File: src/rtl/ipsl_pcie_dma_pkg.sv
// Shared definitions for the PCIe DMA receive path.
// This file holds the write-control FSM encoding and the maximum DW length.
package ipsl_pcie_dma_pkg;

    typedef enum logic [1:0] {
        ST_IDLE  = 2'd0,
        ST_RECV  = 2'd1,
        ST_FLUSH = 2'd2,
        ST_DONE  = 2'd3
    } wr_state_t;

    localparam int unsigned MAX_LEN_DW = 1024;

    // A length field of zero encodes the maximum transfer.
    function automatic logic [10:0] decode_len(input logic [9:0] len_field);
        logic [10:0] len_v;
        if (len_field == 10'd0) begin
            len_v = 11'(MAX_LEN_DW);
        end else begin
            len_v = {1'b0, len_field};
        end
        return len_v;
    endfunction

endpackage

File: src/rtl/ipsl_pcie_dma_dw_align.sv
// Re-aligns lane-0-packed payload beats to the RAM DW offset.
// A carry register holds the DWs that spill over into the next RAM word.
module ipsl_pcie_dma_dw_align
    import ipsl_pcie_dma_pkg::*;
(
    input  logic         clk,
    input  logic         rst_n,
    input  logic         clear,
    input  logic         accept,
    input  logic [1:0]   off,
    input  logic         first,
    input  logic [2:0]   consume,
    input  logic [1:0]   flush_cnt,
    input  logic [127:0] beat,
    output logic [127:0] beat_data,
    output logic [15:0]  beat_be,
    output logic [127:0] flush_data,
    output logic [15:0]  flush_be
);

    logic [127:0] carry_r;
    logic [127:0] carry_next_s;

    // Lane mux, next carry contents and byte enables for beat and flush writes
    always_comb begin
        beat_data    = 128'd0;
        carry_next_s = 128'd0;
        beat_be      = 16'd0;
        flush_be     = 16'd0;
        for (int i = 0; i < 4; i++) begin
            if (i < int'(off)) begin
                beat_data[32*i +: 32]    = carry_r[32*i +: 32];
                carry_next_s[32*i +: 32] = beat[32*(4 - int'(off) + i) +: 32];
                beat_be[4*i +: 4]        = first ? 4'h0 : 4'hF;
            end else begin
                beat_data[32*i +: 32] = beat[32*(i - int'(off)) +: 32];
                beat_be[4*i +: 4]     = (i < int'(off) + int'(consume)) ? 4'hF : 4'h0;
            end
            flush_be[4*i +: 4] = (i < int'(flush_cnt)) ? 4'hF : 4'h0;
        end
    end

    // Carry register, cleared at the start of every transfer
    always_ff @(posedge clk or negedge rst_n) begin
        if (!rst_n) begin
            carry_r <= 128'd0;
        end else if (clear) begin
            carry_r <= 128'd0;
        end else if (accept) begin
            carry_r <= carry_next_s;
        end else begin
            carry_r <= carry_r;
        end
    end

    assign flush_data = carry_r;

endmodule

File: src/rtl/ipsl_pcie_dma_rx_cpld_wr_ctrl.sv
// Writes completion payload beats into a 128-bit BAR RAM at an arbitrary DW offset.
// Each accepted beat produces one registered RAM write; a final flush drains the carry.
module ipsl_pcie_dma_rx_cpld_wr_ctrl
    import ipsl_pcie_dma_pkg::*;
#(
    parameter int ADDR_WIDTH = 9
)
(
    input  logic                  clk,
    input  logic                  rst_n,
    input  logic                  i_wr_start,
    input  logic [9:0]            i_wr_length,
    input  logic [ADDR_WIDTH+1:0] i_wr_addr,
    input  logic [127:0]          i_rx_data,
    input  logic                  i_rx_valid,
    input  logic                  i_rx_last,
    output logic                  o_rx_ready,
    output logic                  o_bar_wr_en,
    output logic [ADDR_WIDTH-1:0] o_bar_wr_addr,
    output logic [127:0]          o_bar_wr_data,
    output logic [15:0]           o_bar_wr_be,
    output logic                  o_wr_busy,
    output logic                  o_wr_done,
    output logic                  o_len_err
);

    wr_state_t             state_r;
    wr_state_t             state_next_s;
    logic [10:0]           remain_r;
    logic [1:0]            off_r;
    logic                  first_r;
    logic [ADDR_WIDTH-1:0] waddr_r;
    logic [1:0]            flush_cnt_r;

    logic                  wr_en_r;
    logic [ADDR_WIDTH-1:0] wr_addr_r;
    logic [127:0]          wr_data_r;
    logic [15:0]           wr_be_r;
    logic                  ready_r;
    logic                  busy_r;
    logic                  done_r;
    logic                  len_err_r;

    logic                  start_s;
    logic                  accept_s;
    logic                  last_beat_s;
    logic                  len_err_s;
    logic                  need_flush_s;
    logic [2:0]            consume_s;
    logic [2:0]            span_s;
    logic [127:0]          beat_data_s;
    logic [127:0]          flush_data_s;
    logic [15:0]           beat_be_s;
    logic [15:0]           flush_be_s;

    assign start_s      = (state_r == ST_IDLE) && i_wr_start;
    assign accept_s     = (state_r == ST_RECV) && i_rx_valid;
    assign last_beat_s  = (remain_r <= 11'd4);
    assign consume_s    = last_beat_s ? remain_r[2:0] : 3'd4;
    assign span_s       = {1'b0, off_r} + consume_s;
    assign need_flush_s = (span_s > 3'd4);
    assign len_err_s    = accept_s && (last_beat_s ? !i_rx_last : i_rx_last);

    ipsl_pcie_dma_dw_align u_align (
        .clk        (clk),
        .rst_n      (rst_n),
        .clear      (start_s),
        .accept     (accept_s),
        .off        (off_r),
        .first      (first_r),
        .consume    (consume_s),
        .flush_cnt  (flush_cnt_r),
        .beat       (i_rx_data),
        .beat_data  (beat_data_s),
        .beat_be    (beat_be_s),
        .flush_data (flush_data_s),
        .flush_be   (flush_be_s)
    );

    // FSM state register
    always_ff @(posedge clk or negedge rst_n) begin
        if (!rst_n) begin
            state_r <= ST_IDLE;
        end else begin
            state_r <= state_next_s;
        end
    end

    // FSM next-state decode; a length error aborts without flushing
    always_comb begin
        state_next_s = state_r;
        case (state_r)
            ST_IDLE: begin
                if (i_wr_start) begin
                    state_next_s = ST_RECV;
                end else begin
                    state_next_s = ST_IDLE;
                end
            end
            ST_RECV: begin
                if (len_err_s) begin
                    state_next_s = ST_IDLE;
                end else if (accept_s && last_beat_s) begin
                    state_next_s = need_flush_s ? ST_FLUSH : ST_DONE;
                end else begin
                    state_next_s = ST_RECV;
                end
            end
            ST_FLUSH: state_next_s = ST_DONE;
            ST_DONE:  state_next_s = ST_IDLE;
            default:  state_next_s = ST_IDLE;
        endcase
    end

    // Transfer bookkeeping: remaining DWs, offset, word address and flush size
    always_ff @(posedge clk or negedge rst_n) begin
        if (!rst_n) begin
            remain_r    <= 11'd0;
            off_r       <= 2'd0;
            first_r     <= 1'b0;
            waddr_r     <= '0;
            flush_cnt_r <= 2'd0;
        end else if (start_s) begin
            remain_r    <= decode_len(i_wr_length);
            off_r       <= i_wr_addr[1:0];
            first_r     <= 1'b1;
            waddr_r     <= i_wr_addr[ADDR_WIDTH+1:2];
            flush_cnt_r <= 2'd0;
        end else if (accept_s) begin
            remain_r    <= remain_r - {8'd0, consume_s};
            first_r     <= 1'b0;
            waddr_r     <= waddr_r + ADDR_WIDTH'(1);
            // Only meaningful when span exceeds 4: low bits give span - 4
            flush_cnt_r <= span_s[1:0];
        end else if (state_r == ST_FLUSH) begin
            waddr_r     <= waddr_r + ADDR_WIDTH'(1);
        end else begin
            remain_r    <= remain_r;
        end
    end

    // Registered RAM write port and status outputs
    always_ff @(posedge clk or negedge rst_n) begin
        if (!rst_n) begin
            wr_en_r   <= 1'b0;
            wr_addr_r <= '0;
            wr_data_r <= 128'd0;
            wr_be_r   <= 16'd0;
            ready_r   <= 1'b0;
            busy_r    <= 1'b0;
            done_r    <= 1'b0;
            len_err_r <= 1'b0;
        end else begin
            ready_r   <= (state_next_s == ST_RECV);
            busy_r    <= (state_next_s != ST_IDLE);
            done_r    <= (state_r == ST_DONE);
            len_err_r <= len_err_s;
            if (accept_s) begin
                wr_en_r   <= 1'b1;
                wr_addr_r <= waddr_r;
                wr_data_r <= beat_data_s;
                wr_be_r   <= beat_be_s;
            end else if (state_r == ST_FLUSH) begin
                wr_en_r   <= 1'b1;
                wr_addr_r <= waddr_r;
                wr_data_r <= flush_data_s;
                wr_be_r   <= flush_be_s;
            end else begin
                wr_en_r   <= 1'b0;
            end
        end
    end

    assign o_rx_ready    = ready_r;
    assign o_bar_wr_en   = wr_en_r;
    assign o_bar_wr_addr = wr_addr_r;
    assign o_bar_wr_data = wr_data_r;
    assign o_bar_wr_be   = wr_be_r;
    assign o_wr_busy     = busy_r;
    assign o_wr_done     = done_r;
    assign o_len_err     = len_err_r;

endmodule

File: config.mk
export PLATFORM = sky130hd
export DESIGN_NAME = ipsl_pcie_dma_rx_cpld_wr_ctrl
export DESIGN_NICKNAME = d
export VERILOG_FILES = /design/src/rtl/ipsl_pcie_dma_pkg.sv /design/src/rtl/ipsl_pcie_dma_dw_align.sv /design/src/rtl/ipsl_pcie_dma_rx_cpld_wr_ctrl.sv
export SDC_FILE = /design/constraint.sdc
export NUM_CORES = 1
export LEC_CHECK = 0
export ABC_AREA = 1
export CORE_UTILIZATION = 53
export CTS_BUF_LIST = sky130_fd_sc_hd__clkbuf_4 sky130_fd_sc_hd__clkbuf_8
export CTS_CLUSTER_DIAMETER = 40
export DETAILED_ROUTE_END_ITERATION = 6
export PLACE_DENSITY = 0.83
export SYNTH_ARGS = -nofsm -noshare
export SYNTH_HDL_FRONTEND = slang
export SYNTH_SLANG_ARGS = --single-unit
File: constraint.sdc
create_clock -name clk -period 3.2 [get_ports clk]
set_input_delay 0.96 -clock clk [delete_from_list [all_inputs] [get_ports clk]]
set_output_delay 0.96 -clock clk [all_outputs]
set_load 0.01 [all_outputs]
==> PnR_summary.wiki <==
{| class="wikitable"
! Metric !! Value
|-
| CTS tree || yes
|-
| Maximum clock frequency || 379 MHz
|-
| Global-route usage over all layers || between 30% and 40%
|-
| Flop and latch count out of synthesis || ~270
|-
| Final period utilization || between 80% and 90%
|-
| Relative area change from synthesis to final layout || 29.5%
|-
| Sw power || slightly below 10 mW
|-
| Final global-route overflow total || 0
|-
| Post-cts repair resize count || 0
|-
| Static power due to leakage || 8.46 nW
|-
| Final Total Pwr || ~21 mW
|-
| Fraction of registers with async set or reset after synthesis || between 90% and 100%
|-
| Max Slew Vio Count || 0
|-
| Initial antenna violation count || 2
|-
| Setup repair after global routing missed its margin || false
|-
| Proportion of netlist area held by the largest area contributor || a little under half
|-
| Area leader, netlist || sky130_fd_sc_hd__dfrtp_1
|-
| Library cells used by synthesis || 48
|-
| Share of final-layout standard cells stronger than drive strength 1 || 7.63%
|-
| Cell types with the largest area share after synthesis || sky130_fd_sc_hd__dfrtp_1 46%, sky130_fd_sc_hd__nand2_1 13%, sky130_fd_sc_hd__o21ai_0 10%
|-
| Vias || 15324
|-
| Final setup violation count || 0
|-
| Data required time at the worst endpoint || between 3 and 4 ns
|-
| Transition time at the pin with the least slew margin || around 1.1 ns
|-
| Critical Path Source Type || flop
|-
| Ys Warns || 0
|-
| Std-Cell Core Area || around 0.027 mm2
|-
| Global-route wire length before repair || 77900 um
|-
| Mean instance size in the synthesized netlist || approximately 7.7 um2
|-
| Result of the run || finished, final reports clean
|-
| Cell at the root of the clock tree || sky130_fd_sc_hd__clkbuf_8
|-
| Via count of the first global-routing pass || about 14000
|-
| Switching fraction of total power || a little under half
|-
| Post-detailed-route wirelength per cell || between 15 and 20 um
|-
| Sequential power share || 27.7%
|-
| Wire length after detailed routing || between 50000 and 60000 um
|-
| Initial cell density of the core || 54.3%
|-
| Clock latency on the worst-skew pair || 0.59 ns
|-
| Path type of the worst setup path || reg2reg
|-
| Post-Synthesis Net Count || approximately 2100
|-
| Worst min-delay path class || in2async
|-
| Full die area || about 0.028 mm2
|-
| Clock group share of total power || 16.4%
|-
| Worst setup skew after layout || 0.0309 ns
|-
| Number of flops mapped to enable cells by yosys || 0
|-
| Most used DFF post-synth || sky130_fd_sc_hd__dfrtp_1
|-
| Total number of nets in the final design || ~2300
|-
| CTS Buf Count || 49
|-
| Final estimated routing congestion in global placement || between 0.9 and 1
|-
| Power density cells || 1080 mW/mm2
|-
| Min cycle time layout || roughly 2.6 ns
|-
| Number of vias per cell || 6.06
|-
| Final hold violation count || 0
|-
| DIE WIDTH || about 170 um
|-
| Share of total power in combinational logic || a little under three fifths
|-
| Total I/O pin count || 312
|-
| Synthesized instance count || roughly 1900
|-
| # port buffers || between 300 and 400
|-
| Worst-case clock buffer depth || 3
|-
| Hold buffers post-CTS || 0
|-
| Hpwl dp || approximately 35000 um
|-
| Max Cap Viol || 0
|-
| Kind of end point of the critical path || flop
|-
| Largest net degree at the start of global routing || between 150 and 200
|-
| Clk sinks || about 270
|-
| Post-CTS repair timing setup buffer count || 0
|-
| First-pass iteration count of the detailed router || 6
|-
| Clock transition at the registers of the reported paths || ~0.060 ns
|-
| Number of DRC violations after detailed routing || 0
|-
| Maximum level of the CTS H-tree || 2
|-
| Routed Antenna Nets || 0
|-
| First DRT Iteration DRCs || 1734
|-
| Arrival time worst endpoint || just over 3 ns
|-
| Post-synth design cell area || between 0.01 and 0.015 mm2
|-
| Worst rel slew slack || approximately 29%
|-
| Accumulated negative setup slack || 0 ns
|-
| Register area share after synthesis || a little under half
|-
| Worst voltage drop across the vdd grid || around 0.70 mV
|-
| Internal cell power || around 11 mW
|-
| Highest net fanout along the worst path || 5
|-
| # rows || 60
|-
| Vertical extent of the die || ~170 um
|}
[path summary, 6_finish.rpt]
kind / slack (ns) / end / depth (start not counted) / from
hold / removal: 0.40 / u_align.flush_data[67] / 1 / rst_n
setup / recovery: 0.56 / o_bar_wr_be[3] / 15 / remain_r[8]
hold reg to reg: 0.47 / o_bar_wr_addr[6] / 2 / o_bar_wr_addr[6]
setup reg to reg: 0.56 / o_bar_wr_be[3] / 15 / remain_r[8]
min in group clk: 0.47 / o_bar_wr_addr[6] / 2 / o_bar_wr_addr[6]
max in group asynchronous: 2.07 / o_bar_wr_data[118] / 2 / rst_n
[cells in the final DEF (no fill, tap or decap), drive strengths merged]
cell type	n
nand4	4
nor4	3
and2	1
diode	1
a311oi	1
ha	8
nor3	2
inv	146
nand2	531
a211oi	4
dfrtp	269
a32o	15
xnor2	2
o211ai	80
buf	41
fa	1
o31ai	2
a21boi	14
nand3b	1
o21bai	1
a31oi	5
nor2	89
clkinvlp	1
o311ai	47
xor2	1
o22ai	9
a21oi	30
clkdlybuf4s50	310
nand3	129
a22o	1
clkinv	12
clkbuf	74
o21ai	350
conb	1
a22oi	1
or2	2
[cell usage after synthesis, types with 2 or more instances]
master,instances
sky130_fd_sc_hd__o31ai_1,2
sky130_fd_sc_hd__nand3_4,2
sky130_fd_sc_hd__nand3_1,124
sky130_fd_sc_hd__o22ai_1,9
sky130_fd_sc_hd__o211ai_1,80
sky130_fd_sc_hd__nor2_2,4
sky130_fd_sc_hd__buf_1,6
sky130_fd_sc_hd__dfrtp_1,269
sky130_fd_sc_hd__nand2_4,5
sky130_fd_sc_hd__o21ai_0,299
sky130_fd_sc_hd__nor4_1,3
sky130_fd_sc_hd__buf_6,2
sky130_fd_sc_hd__nand3_2,3
sky130_fd_sc_hd__a21boi_0,14
sky130_fd_sc_hd__a31oi_1,5
sky130_fd_sc_hd__o311ai_0,42
sky130_fd_sc_hd__o311ai_1,5
sky130_fd_sc_hd__ha_1,8
sky130_fd_sc_hd__nor2_1,84
sky130_fd_sc_hd__buf_2,54
sky130_fd_sc_hd__inv_2,12
sky130_fd_sc_hd__inv_1,132
sky130_fd_sc_hd__o21ai_1,50
sky130_fd_sc_hd__a211oi_1,4
sky130_fd_sc_hd__a21oi_1,30
sky130_fd_sc_hd__buf_4,21
sky130_fd_sc_hd__a32o_1,15
sky130_fd_sc_hd__nand2_1,525
sky130_fd_sc_hd__clkbuf_1,71
sky130_fd_sc_hd__nand4_1,4
[stage by stage]
| step | std cells | utilization [%] | hold WS (ns) | setup slack, ns | instance area [um2] |
|---|---|---|---|---|---|
| floorplan | 1902 | - | 0.443 | 0.837 | 14700 |
| global placement | 2440 | 66.5 | 0.459 | 0.273 | 18000 |
| detailed placement | 2440 | 66.5 | 0.463 | 0.198 | 18000 |
| CTS | 2529 | 70.3 | 0.417 | 0.604 | 19000 |
| global route | 2530 | 70.3 | 0.443 | 0.289 | 19000 |
| finish | 2530 | 70.3 | 0.397 | 0.562 | 19000 |
[power groups by stage]
stage	registers (mW)	logic [mW]	clock network (mW)
after global routing	5.83	12.4	3.56
final	5.70	11.5	3.39
after CTS	5.68	11.3	3.39
after detailed placement	5.71	11.2	0
after floorplan	5.90	6.34	0
after global placement	5.68	10.9	0
[routing by layer]
layer / track usage (%) / share of wire, % / up-vias
met3: 7.90 / 11 / 158
met1: 46.3 / 39 / 7259
met5: 0 / 0.022 / -
met4: 18.1 / 4.8 / 2
li1: - / - / 6950
met2: 54.3 / 45 / 955
[layout make-up]
type,instances,area [um2]
fillers,2117,8020
flip-flops and latches,269,6740
multi-input cells,1335,6680
repair buffers,351,3590
clock buffers,74,937
inverters,144,546
well taps,341,427
clock inverters,15,85.1
diodes,1,2.50
[critical path, cell delays in order (launching register included)]
cell	delay (ns)
sky130_fd_sc_hd__dfrtp_1	0.38
sky130_fd_sc_hd__inv_1	0.13
sky130_fd_sc_hd__nand2_1	0.07
sky130_fd_sc_hd__nor2_1	0.26
sky130_fd_sc_hd__nand3_4	0.16
sky130_fd_sc_hd__nand2_1	0.13
sky130_fd_sc_hd__inv_1	0.07
sky130_fd_sc_hd__nor2_1	0.11
sky130_fd_sc_hd__ha_1	0.19
sky130_fd_sc_hd__fa_1	0.46
sky130_fd_sc_hd__inv_1	0.10
sky130_fd_sc_hd__nand2_1	0.09
sky130_fd_sc_hd__nor2_1	0.10
sky130_fd_sc_hd__nand2_1	0.05
sky130_fd_sc_hd__o21ai_0	0.10
sky130_fd_sc_hd__a21oi_1	0.10
[sequential cells by signal, summed over array words and instances, names as in the netlist]
name                flops
o_bar_wr_data         128
u_align.flush_data     96
remain_r               11
o_bar_wr_addr           9
waddr_r                 9
o_bar_wr_be             4
flush_cnt_r             2
off_r                   2
state_r                 2
first_r                 1
o_bar_wr_en             1
o_len_err               1
o_rx_ready              1
o_wr_busy               1
o_wr_done               1
[cells by family after synthesis]
| kind of cell | count (synthesis) | share of synthesized area (%) |
|---|---|---|
| adder cells (fa/ha/maj) | 9 | 0.818 |
| buffers and inverters | 298 | 8.72 |
| AND/OR/NAND/NOR | 762 | 21.5 |
| other | 1 | 0.0255 |
| flip-flops | 269 | 45.9 |
| XOR/XNOR | 3 | 0.307 |
| AO/OA/AOI/OAI | 560 | 22.7 |
(Power assumes the default switching activity.)
